$ cat src/rtl/reflet_irq_controller.sv
`default_nettype none
// ============================================================================
// Module      : reflet_irq_controller
// Description : Memory-mapped external interrupt controller. Latches edge or
//               level events from nb_src peripheral lines, masks them, and
//               routes each onto one of four CPU interrupt_request lines.
//               Registers: PEND, ENA, MODE, ROUTE, CLAIM at base_addr+0..4.
//               Optional macro REFLET_IRQ_CTRL_SYNC_EN inserts a 2-flop
//               synchronizer on every irq_src line.
// Revision    : 1.0 - initial release
// ============================================================================
module reflet_irq_controller #(
  parameter int                  wordsize  = 16,
  parameter int                  nb_src    = 8,
  parameter logic [wordsize-1:0] base_addr = 16'hFF00
) (
  input  logic                clk,
  input  logic                reset,
  input  logic                enable,
  input  logic [nb_src-1:0]   irq_src,
  input  logic [wordsize-1:0] addr,
  input  logic [wordsize-1:0] data_in,
  input  logic                write_en,
  input  logic                read_en,
  output logic [wordsize-1:0] data_out,
  output logic [3:0]          interrupt_request
);

  localparam logic [2:0] c_OFF_PEND  = 3'd0;
  localparam logic [2:0] c_OFF_ENA   = 3'd1;
  localparam logic [2:0] c_OFF_MODE  = 3'd2;
  localparam logic [2:0] c_OFF_ROUTE = 3'd3;
  localparam logic [2:0] c_OFF_CLAIM = 3'd4;

  logic [nb_src-1:0]   w_src;
  logic [nb_src-1:0]   w_edge;
  logic [nb_src-1:0]   w_cand;
  logic [nb_src-1:0]   w_claim_oh;
  logic [wordsize-1:0] w_claim_val;
  logic [wordsize-1:0] w_off;
  logic                w_hit;
  logic                w_wr_pend, w_wr_ena, w_wr_mode, w_wr_route;
  logic                w_rd_claim;

  logic [nb_src-1:0]   prev_q;
  logic [nb_src-1:0]   pend_q,  pend_d;
  logic [nb_src-1:0]   ena_q,   ena_d;
  logic [nb_src-1:0]   mode_q,  mode_d;
  logic [2*nb_src-1:0] route_q, route_d;
  logic [wordsize-1:0] dout_q,  dout_d;
  logic [3:0]          irq_q,   irq_d;

`ifdef REFLET_IRQ_CTRL_SYNC_EN
  logic [nb_src-1:0] sync1_q, sync2_q;

  // Two-flop synchronizer bringing the asynchronous source lines into clk
  always_ff @(posedge clk or negedge reset) begin
    if (!reset) begin
      sync1_q <= '0;
      sync2_q <= '0;
    end else if (enable) begin
      sync1_q <= irq_src;
      sync2_q <= sync1_q;
    end
  end

  assign w_src = sync2_q;
`else
  assign w_src = irq_src;
`endif

  // Window decode: offset is only meaningful when addr lies inside base..base+4
  assign w_off      = addr - base_addr;
  assign w_hit      = (addr >= base_addr) && (w_off <= wordsize'(4));
  assign w_wr_pend  = write_en && w_hit && (w_off[2:0] == c_OFF_PEND);
  assign w_wr_ena   = write_en && w_hit && (w_off[2:0] == c_OFF_ENA);
  assign w_wr_mode  = write_en && w_hit && (w_off[2:0] == c_OFF_MODE);
  assign w_wr_route = write_en && w_hit && (w_off[2:0] == c_OFF_ROUTE);
  assign w_rd_claim = read_en  && w_hit && (w_off[2:0] == c_OFF_CLAIM);

  assign w_edge = w_src & ~prev_q;
  assign w_cand = pend_q & ena_q;

  // Claim priority encoder: lowest-index pending-and-enabled source wins
  always_comb begin
    w_claim_oh  = '0;
    w_claim_val = '0;
    for (int k = nb_src - 1; k >= 0; k--) begin
      if (w_cand[k]) begin
        w_claim_oh    = '0;
        w_claim_oh[k] = 1'b1;
        w_claim_val   = wordsize'(k + 1);
      end
    end
  end

  // Next-state for pending and config registers; edge set overrides clears
  always_comb begin
    pend_d = pend_q;
    if (w_wr_pend) begin
      pend_d = pend_d & ~data_in[nb_src-1:0];
    end
    if (w_rd_claim) begin
      pend_d = pend_d & ~w_claim_oh;
    end
    // Level-mode bits simply follow the source, so clears never stick there
    pend_d  = ((pend_d | w_edge) & mode_q) | (w_src & ~mode_q);
    ena_d   = w_wr_ena   ? data_in[nb_src-1:0]   : ena_q;
    mode_d  = w_wr_mode  ? data_in[nb_src-1:0]   : mode_q;
    route_d = w_wr_route ? data_in[2*nb_src-1:0] : route_q;
  end

  // Registered read data; zero whenever this block is not being read
  always_comb begin
    dout_d = '0;
    if (read_en && w_hit) begin
      case (w_off[2:0])
        c_OFF_PEND:  dout_d[nb_src-1:0]   = pend_q;
        c_OFF_ENA:   dout_d[nb_src-1:0]   = ena_q;
        c_OFF_MODE:  dout_d[nb_src-1:0]   = mode_q;
        c_OFF_ROUTE: dout_d[2*nb_src-1:0] = route_q;
        c_OFF_CLAIM: dout_d               = w_claim_val;
        default:     dout_d               = '0;
      endcase
    end
  end

  // Route each active source onto its selected CPU line
  always_comb begin
    irq_d = '0;
    for (int l = 0; l < 4; l++) begin
      for (int k = 0; k < nb_src; k++) begin
        if (w_cand[k] && (route_q[2*k +: 2] == 2'(l))) begin
          irq_d[l] = 1'b1;
        end
      end
    end
  end

  // State and output registers, all frozen while enable is low
  always_ff @(posedge clk or negedge reset) begin
    if (!reset) begin
      prev_q  <= '0;
      pend_q  <= '0;
      ena_q   <= '0;
      mode_q  <= '0;
      route_q <= '0;
      dout_q  <= '0;
      irq_q   <= '0;
    end else if (enable) begin
      prev_q  <= w_src;
      pend_q  <= pend_d;
      ena_q   <= ena_d;
      mode_q  <= mode_d;
      route_q <= route_d;
      dout_q  <= dout_d;
      irq_q   <= irq_d;
    end
  end

  assign data_out          = dout_q;
  assign interrupt_request = irq_q;

endmodule
`default_nettype wire
$ cat config.mk
export PLATFORM = sky130hd
export DESIGN_NAME = reflet_irq_controller
export DESIGN_NICKNAME = d
export VERILOG_FILES = /design/src/rtl/reflet_irq_controller.sv
export SDC_FILE = /design/constraint.sdc
export NUM_CORES = 1
export LEC_CHECK = 0
export CORE_MARGIN = 2
export CORE_UTILIZATION = 45
export CTS_CLUSTER_DIAMETER = 80
export DETAILED_ROUTE_END_ITERATION = 6
export PLACE_DENSITY = 0.71
export SLEW_MARGIN = 40
export SYNTH_ARGS = -nofsm -noshare
export SYNTH_HDL_FRONTEND = slang
export SYNTH_SLANG_ARGS = --single-unit
export TNS_END_PERCENT = 10
$ cat constraint.sdc
create_clock -name clk -period 1.6 [get_ports clk]
set_clock_uncertainty 0.05 [all_clocks]
set_input_delay 0.24 -clock clk [delete_from_list [all_inputs] [get_ports clk]]
set_output_delay 0.24 -clock clk [all_outputs]
set_load 0.02 [all_outputs]
### Word-level counts from Yosys, hierarchy flattened

Cells that the tools add are included.
W data, S select, Z words.

| word-level totals | value |
|---|---|
| register bits | 68 |
| bits in latches | 0 |
| RAM bits | 0 |
| bits in read-only memories | 0 |
| input bits | 45 |
| output and inout port bits | 20 |
| word-level logic and storage cells | 155 |
| memories kept | 0 |

| cells by class | value |
|---|---|
| $add $sub $neg | 1 |
| multiply operators | 0 |
| div/mod/pow operators | 0 |
| order comparisons | 2 |
| equality and inequality tests | 28 |
| shift-type cells | 0 |
| mux-type cells | 53 |
| bitwise gates (word level) | 12 |
| reduce and logical (&&, ||, !) cells | 52 |

Operator list:

| operator | count |
|---|---|
| $mux W16 | 8 |
| $mux W8 | 10 |
| $and A8 B8 Y8 | 6 |
| $logic_and A1 B1 Y1 | 40 |
| $pmux W8 S5 | 1 |
| $eq A2 B2 Y1 const B | 16 |
| $mux W1 | 32 |
| $not A8 Y8 | 4 |
| $eq A2 B1 Y1 const B | 8 |
| $ge A16 B16 Y1 const B | 1 |
| $le A16 B3 Y1 const B | 1 |
| $logic_not A2 Y1 | 8 |
| $or A8 B8 Y8 | 2 |
| $pmux W8 S2 | 1 |
| $sub A16 B16 Y16 const B | 1 |
| $eq A3 B2 Y1 const B | 2 |
| $reduce_and A2 Y1 | 3 |
| $mux W4 | 1 |
| $eq A3 B1 Y1 const B | 1 |
| $eq A3 B3 Y1 const B | 1 |
| $logic_not A3 Y1 | 1 |

### Logic depth before layout (Yosys ltp)

| logic depth | value |
|---|---|
| depth in word-level cells | 15 |
| depth in mapped cells | 7 |
| depth with buffers taken out | 5 |

### Worst setup path after synthesis

No wires, ideal clock.

| timing | value |
|---|---|
| path kind | input to register |
| from | input port addr[5] |
| to | register route_q[10] |
| setup time | 0.125 ns |
| arrival time | 1.584 ns |
| data required time | 1.425 ns |
| slack | -0.159 ns |
| stages | 6 |
| buffers on the path | 2 |
| path through | nor4_2 -> nand2_1 -> or3_1 -> buf_6 -> buf_12 -> mux2_4 |

| between the ends | value |
|---|---|
| word-level cells in the longest chain between the ends | 6 |
| elaborated cells on any way between the ends | 7 |
| classes of those cells | add/sub (1); order compare (2); reduce/logical (4) |

Ends and longest elaborated chain:

| element | line | RTL |
|---|---|---|
| start: declaration | 21 | `input logic [wordsize-1:0] addr,` |
| $sub A16 B16 Y16 | 73 | `assign w_off = addr - base_addr;` |
| $le A16 B3 Y1 | 74 | `assign w_hit = (addr >= base_addr) && (w_off <= wordsize'(4));` |
| $logic_and A1 B1 Y1 (*) | 74 |  |
| $logic_and A1 B1 Y1 (*) (2 in series) | 78 | `assign w_wr_route = write_en && w_hit && (w_off[2:0] == c_OFF_ROUTE);` |
| $reduce_and A2 Y1 (no source line) (*) | - |  |
| end signal: assignment | 155 | `route_q <= route_d;` |
| end: declaration | 49 | `logic [2*nb_src-1:0] route_q, route_d;` |

Mark *: on every way between the ends. The rest lies on a longest branch, timed or not.
A chain may end at the register's enable or synchronous reset.

### Final worst setup path

| timing | value |
|---|---|
| from | register pend_q[2] |
| to | register pend_q[7] |

| between the ends | value |
|---|---|
| word-level cells in the longest chain between the ends | 10 |

Ends and longest elaborated chain:

| element | line | RTL |
|---|---|---|
| start: declaration | 46 | `logic [nb_src-1:0] pend_q, pend_d;` |
| start signal: assignment | 152 | `pend_q <= pend_d;` |
| $and A8 B8 Y8 | 82 | `assign w_cand = pend_q & ena_q;` |
| $mux W8 (3 in series) | 89 | `if (w_cand[k]) begin` |
| $not A8 Y8 | 104 | `pend_d = pend_d & ~w_claim_oh;` |
| $and A8 B8 Y8 | 104 |  |
| $mux W8 | 103 | `if (w_rd_claim) begin` |
| $or A8 B8 Y8 | 107 | `pend_d = ((pend_d \| w_edge) & mode_q) \| (w_src & ~mode_q);` |
| $and A8 B8 Y8 | 107 |  |
| $or A8 B8 Y8 | 107 |  |

No other way between the ends.

==> reports/qor.log <==
qor: drt.vias_per_cell 5.63
qor: clock_network.cts-buffers-inserted 9
qor: outcome.result_of_the_run completed
qor: timing.timing.final.crit_share 0.998
qor: finish.instances_no_fill 533
qor: power.irDropWorstVdd 0.000867 V
qor: finish.filler_cell_count 617
qor: grt.wire_length_of_the_first_global_routing_pass 15900 um
qor: timing.period_minus_slack 1.60 ns
qor: finish.finish.instance_area 5030 um^2
qor: placed_design.placedCellCount 510
qor: synthesis.synth_area 3540 um^2
qor: power.net-switching-power 0.922 mW
qor: setup_path.critical_path.reg2reg.startpoint pend_q[2]$_DFFE_PN0P_
qor: clock_network.tritoncts done
qor: synthesis.synth-xor-area-share 0
qor: clock_network.clkLatencyLatePin 0.35 ns
qor: setup_path.worst_setup_path_startpoint pend_q[2]$_DFFE_PN0P_
qor: synthesis.synth_mux_area_frac 0.185
qor: timing.setup_total_negative_slack 0 ns
qor: synthesis.synth-seq-area-share 0.481
qor: floorplanning.row_count 32
qor: timing.max_slew.worst_pin.slew 0.463 ns
qor: worst_hold_path.hold_path_class input pin to async pin
qor: synthesis.async_sr_flop_fraction 1.00
qor: synthesis.yosys-top-cells-area sky130_fd_sc_hd__dfrtp_1 48%, sky130_fd_sc_hd__mux2_2 9.6%, sky130_fd_sc_hd__mux4_2 4.5%, sky130_fd_sc_hd__mux2_4 4.2%, sky130_fd_sc_hd__nand2_1 3.4%
qor: drt.route.detailed.drc 0
qor: grt.antenna_found_initial 0
qor: finish.post_route_cells_drive_above_1_share 0.348
qor: drt.routed_wire_length_per_instance 17.8 um
qor: synthesis.synth_cells 303
qor: setup_path.endpoint_kind register
qor: finish.area_delta_synth_final 42.2%
qor: placed_design.numPortBuffers 64
qor: power.power_switching_share 0.243
qor: finish.final_core_utilization 0.654
qor: setup_path.critPathLaunchType register
qor: finish.nNetsFinal 471
qor: synthesis.synth_common_cells 68 x sky130_fd_sc_hd__dfrtp_1, 32 x sky130_fd_sc_hd__nand2_1, 30 x sky130_fd_sc_hd__mux2_2
qor: finish.antenna-diode-count 0
qor: floorplanning.io_pins 65
qor: placed_design.place_ws -0.698 ns
qor: drt.dr_total_vias 3001
qor: synthesis.largest_family_of_logic_cells_by_synthesized_area multiplexers
qor: grt.grt_usage 0.242
qor: placed_design.place_area 4670 um^2
qor: power.power_frac_clock 0.417
qor: timing.max_clock_freq 0.626 GHz
qor: timing.setup_slack 0.00295 ns
qor: floorplanning.placeableCoreArea 7690 um^2
qor: timing.report.final.hold_viol_count 0
qor: power.cellLeakagePower 2.44 nW
qor: power.portion_of_total_power_attributed_to_combinational_logic 0.110
qor: synthesis.synth_seq_cells 68
qor: drt.1st_iter_drt_viols 132
qor: setup_path.timing.critical_path.arrival 1.79 ns
qor: synthesis.synth_top_area_cell sky130_fd_sc_hd__dfrtp_1
qor: synthesis.synth-simple-area-share 0.156
qor: synthesis.synth.net_count 348
qor: synthesis.synthDistinctLibCells 52
qor: grt.overflow 0
qor: synthesis.edff_count_synth 0
qor: synthesis.synth_compound_gate_area_share 0.138
qor: synthesis.synth_fa_ha_area_frac 0
qor: synthesis.synth_most_common_cell sky130_fd_sc_hd__dfrtp_1
qor: setup_path.critPathKind register to register
qor: grt.grt_pass1_vias 3092
qor: floorplanning.die_w 92.7 um
qor: floorplanning.die_y 92.7 um
qor: power.power-per-cell-area 754 nW/um^2
qor: clock_network.cts_htree_levels 3
qor: run.drv_cap 0
qor: clock_network.clock_tree_buf_depth 2
qor: power.p_int 2.87 mW
qor: drt.routed_wl 9510 um
qor: drt.drtPass1Iterations 4
qor: drt.antenna_left 0
qor: power.share_seq_of_total_power 0.473
qor: clock_network.clk_pin_slew_worst_setup_hold_paths 0.08 ns
qor: timing.setup_viol_count_final 0
qor: setup_path.critPathMaxFanout 2
qor: setup_path.cp_data_required_time 1.79 ns
qor: synthesis.ys_dominant_reg_cell sky130_fd_sc_hd__dfrtp_1
qor: synthesis.yosysTopAreaCellShare 0.481
qor: timing.slew_violations 0
qor: placed_design.place.detailed.hpwl 7290 um
qor: clock_network.cts-root-buf sky130_fd_sc_hd__clkbuf_8
qor: timing.rsz0062_at_grt true
qor: placed_design.gp_congestion 0.925
qor: grt.grt_max_degree 35
qor: clock_network.clock-sinks 68
qor: synthesis.syn_avg_cell_area 11.7 um^2
qor: timing.max_slew_margin 0.692
qor: floorplanning.initial_core_util 0.460
qor: synthesis.synth.yosys.warnings 0
qor: floorplanning.design.die.area 8590 um^2
metrics by stage:
| step | power, mW | hold slack [ns] |
|---|---|---|
| 2_1_floorplan | 1.98 | -0.106 |
| 3_3_place_gp | 2.24 | 0.159 |
| 3_5_place_dp | 2.25 | 0.167 |
| 4_1_cts | 3.83 | 0.319 |
| 5_1_grt | 3.94 | 0.333 |
| 6_report | 3.79 | 0.317 |
layout make-up:
| cell class | instances | area (um^2) | area share |
|---|---|---|---|
| multi-input cells | 212 | 1810 | 0.360 |
| well taps | 102 | 128 | 0.0254 |
| inverters | 12 | 45.0 | 0.00895 |
| clock inverters | 7 | 98.8 | 0.0196 |
| flip-flops and latches | 68 | 1700 | 0.338 |
| repair buffers | 123 | 1120 | 0.223 |
| clock buffers | 9 | 124 | 0.0246 |
sequential cells by signal, indices dropped and copies added (netlist names):
signal	cells
prev_q	8
ena_q	8
interrupt_request	4
pend_q	8
data_out	16
route_q	16
mode_q	8
cells by family after synthesis:
logic type / count (synthesis)
AO/OA/AOI/OAI: 64
buffers and inverters: 23
flip-flops: 68
multiplexers: 48
AND/OR/NAND/NOR: 100
power groups by stage:
stage | Clock [mW] | Sequential (mW) | Combinational (mW)
after floorplan | 0 | 1.84 | 0.145
after global placement | 0 | 1.82 | 0.420
after detailed placement | 0 | 1.82 | 0.427
after CTS | 1.61 | 1.79 | 0.422
after global routing | 1.69 | 1.80 | 0.455
final | 1.58 | 1.79 | 0.417
worst max-delay path, stage by stage (launching register included):
cell and delay [ns]:
sky130_fd_sc_hd__dfrtp_1 0.40, sky130_fd_sc_hd__a22oi_2 0.24, sky130_fd_sc_hd__nand3_2 0.13, sky130_fd_sc_hd__buf_4 0.16
sky130_fd_sc_hd__nor3_4 0.14, sky130_fd_sc_hd__nand3_2 0.12, sky130_fd_sc_hd__a41o_1 0.26
final timing paths:
kind	slack [ns]	to	depth (start not counted)
min in group clk	0.35	data_out[3]$_DFFE_PN0P_	5
worst min-delay path	0.32	route_q[5]$_DFFE_PN0P_	2
worst max-delay path	0.003	pend_q[7]$_DFFE_PN0P_	6
worst min register to register	0.44	data_out[1]$_DFFE_PN0P_	1
max in group asynchronous	0.64	data_out[5]$_DFFE_PN0P_	3
worst max register to register	0.003	pend_q[7]$_DFFE_PN0P_	6
layer usage:
metal / vias up / track usage / part of all wire
met5: - / 0 / 0
met4: 0 / 0.0895 / 0.019
met3: 18 / 0.0423 / 0.045
met2: 92 / 0.375 / 0.47
met1: 1479 / 0.344 / 0.46
li1: 1412 / - / -
cell usage in the layout, fill, tap and decap left out, drive strengths merged, types with 4 or more instances in the layout:
master and instances:
mux4 7, and3 5, inv 13, a32o 4, nand3 17, a22o 8, a21oi 7, nor2 12
nand2 32, o22ai 4, dfrtp 68, nand4 8, buf 63, mux2 40, dlygate4sd2 31, a31oi 5
clkdlybuf4s50 25, nor3 13, a22oi 4, clkbuf 9, a41o 4, o21ai 8, o2bb2ai 4
what timing repair did:
action                                  CTS  global route
setup buffers                             5             0
hold buffers                              1             0
gates cloned                              1             0
gates resized for setup                  70             6
endpoints found under the hold margin    14             0
pin swaps                                14             6
endpoints found under the setup margin   66            22
No activity file was read; power rests on OpenSTA's default activity.
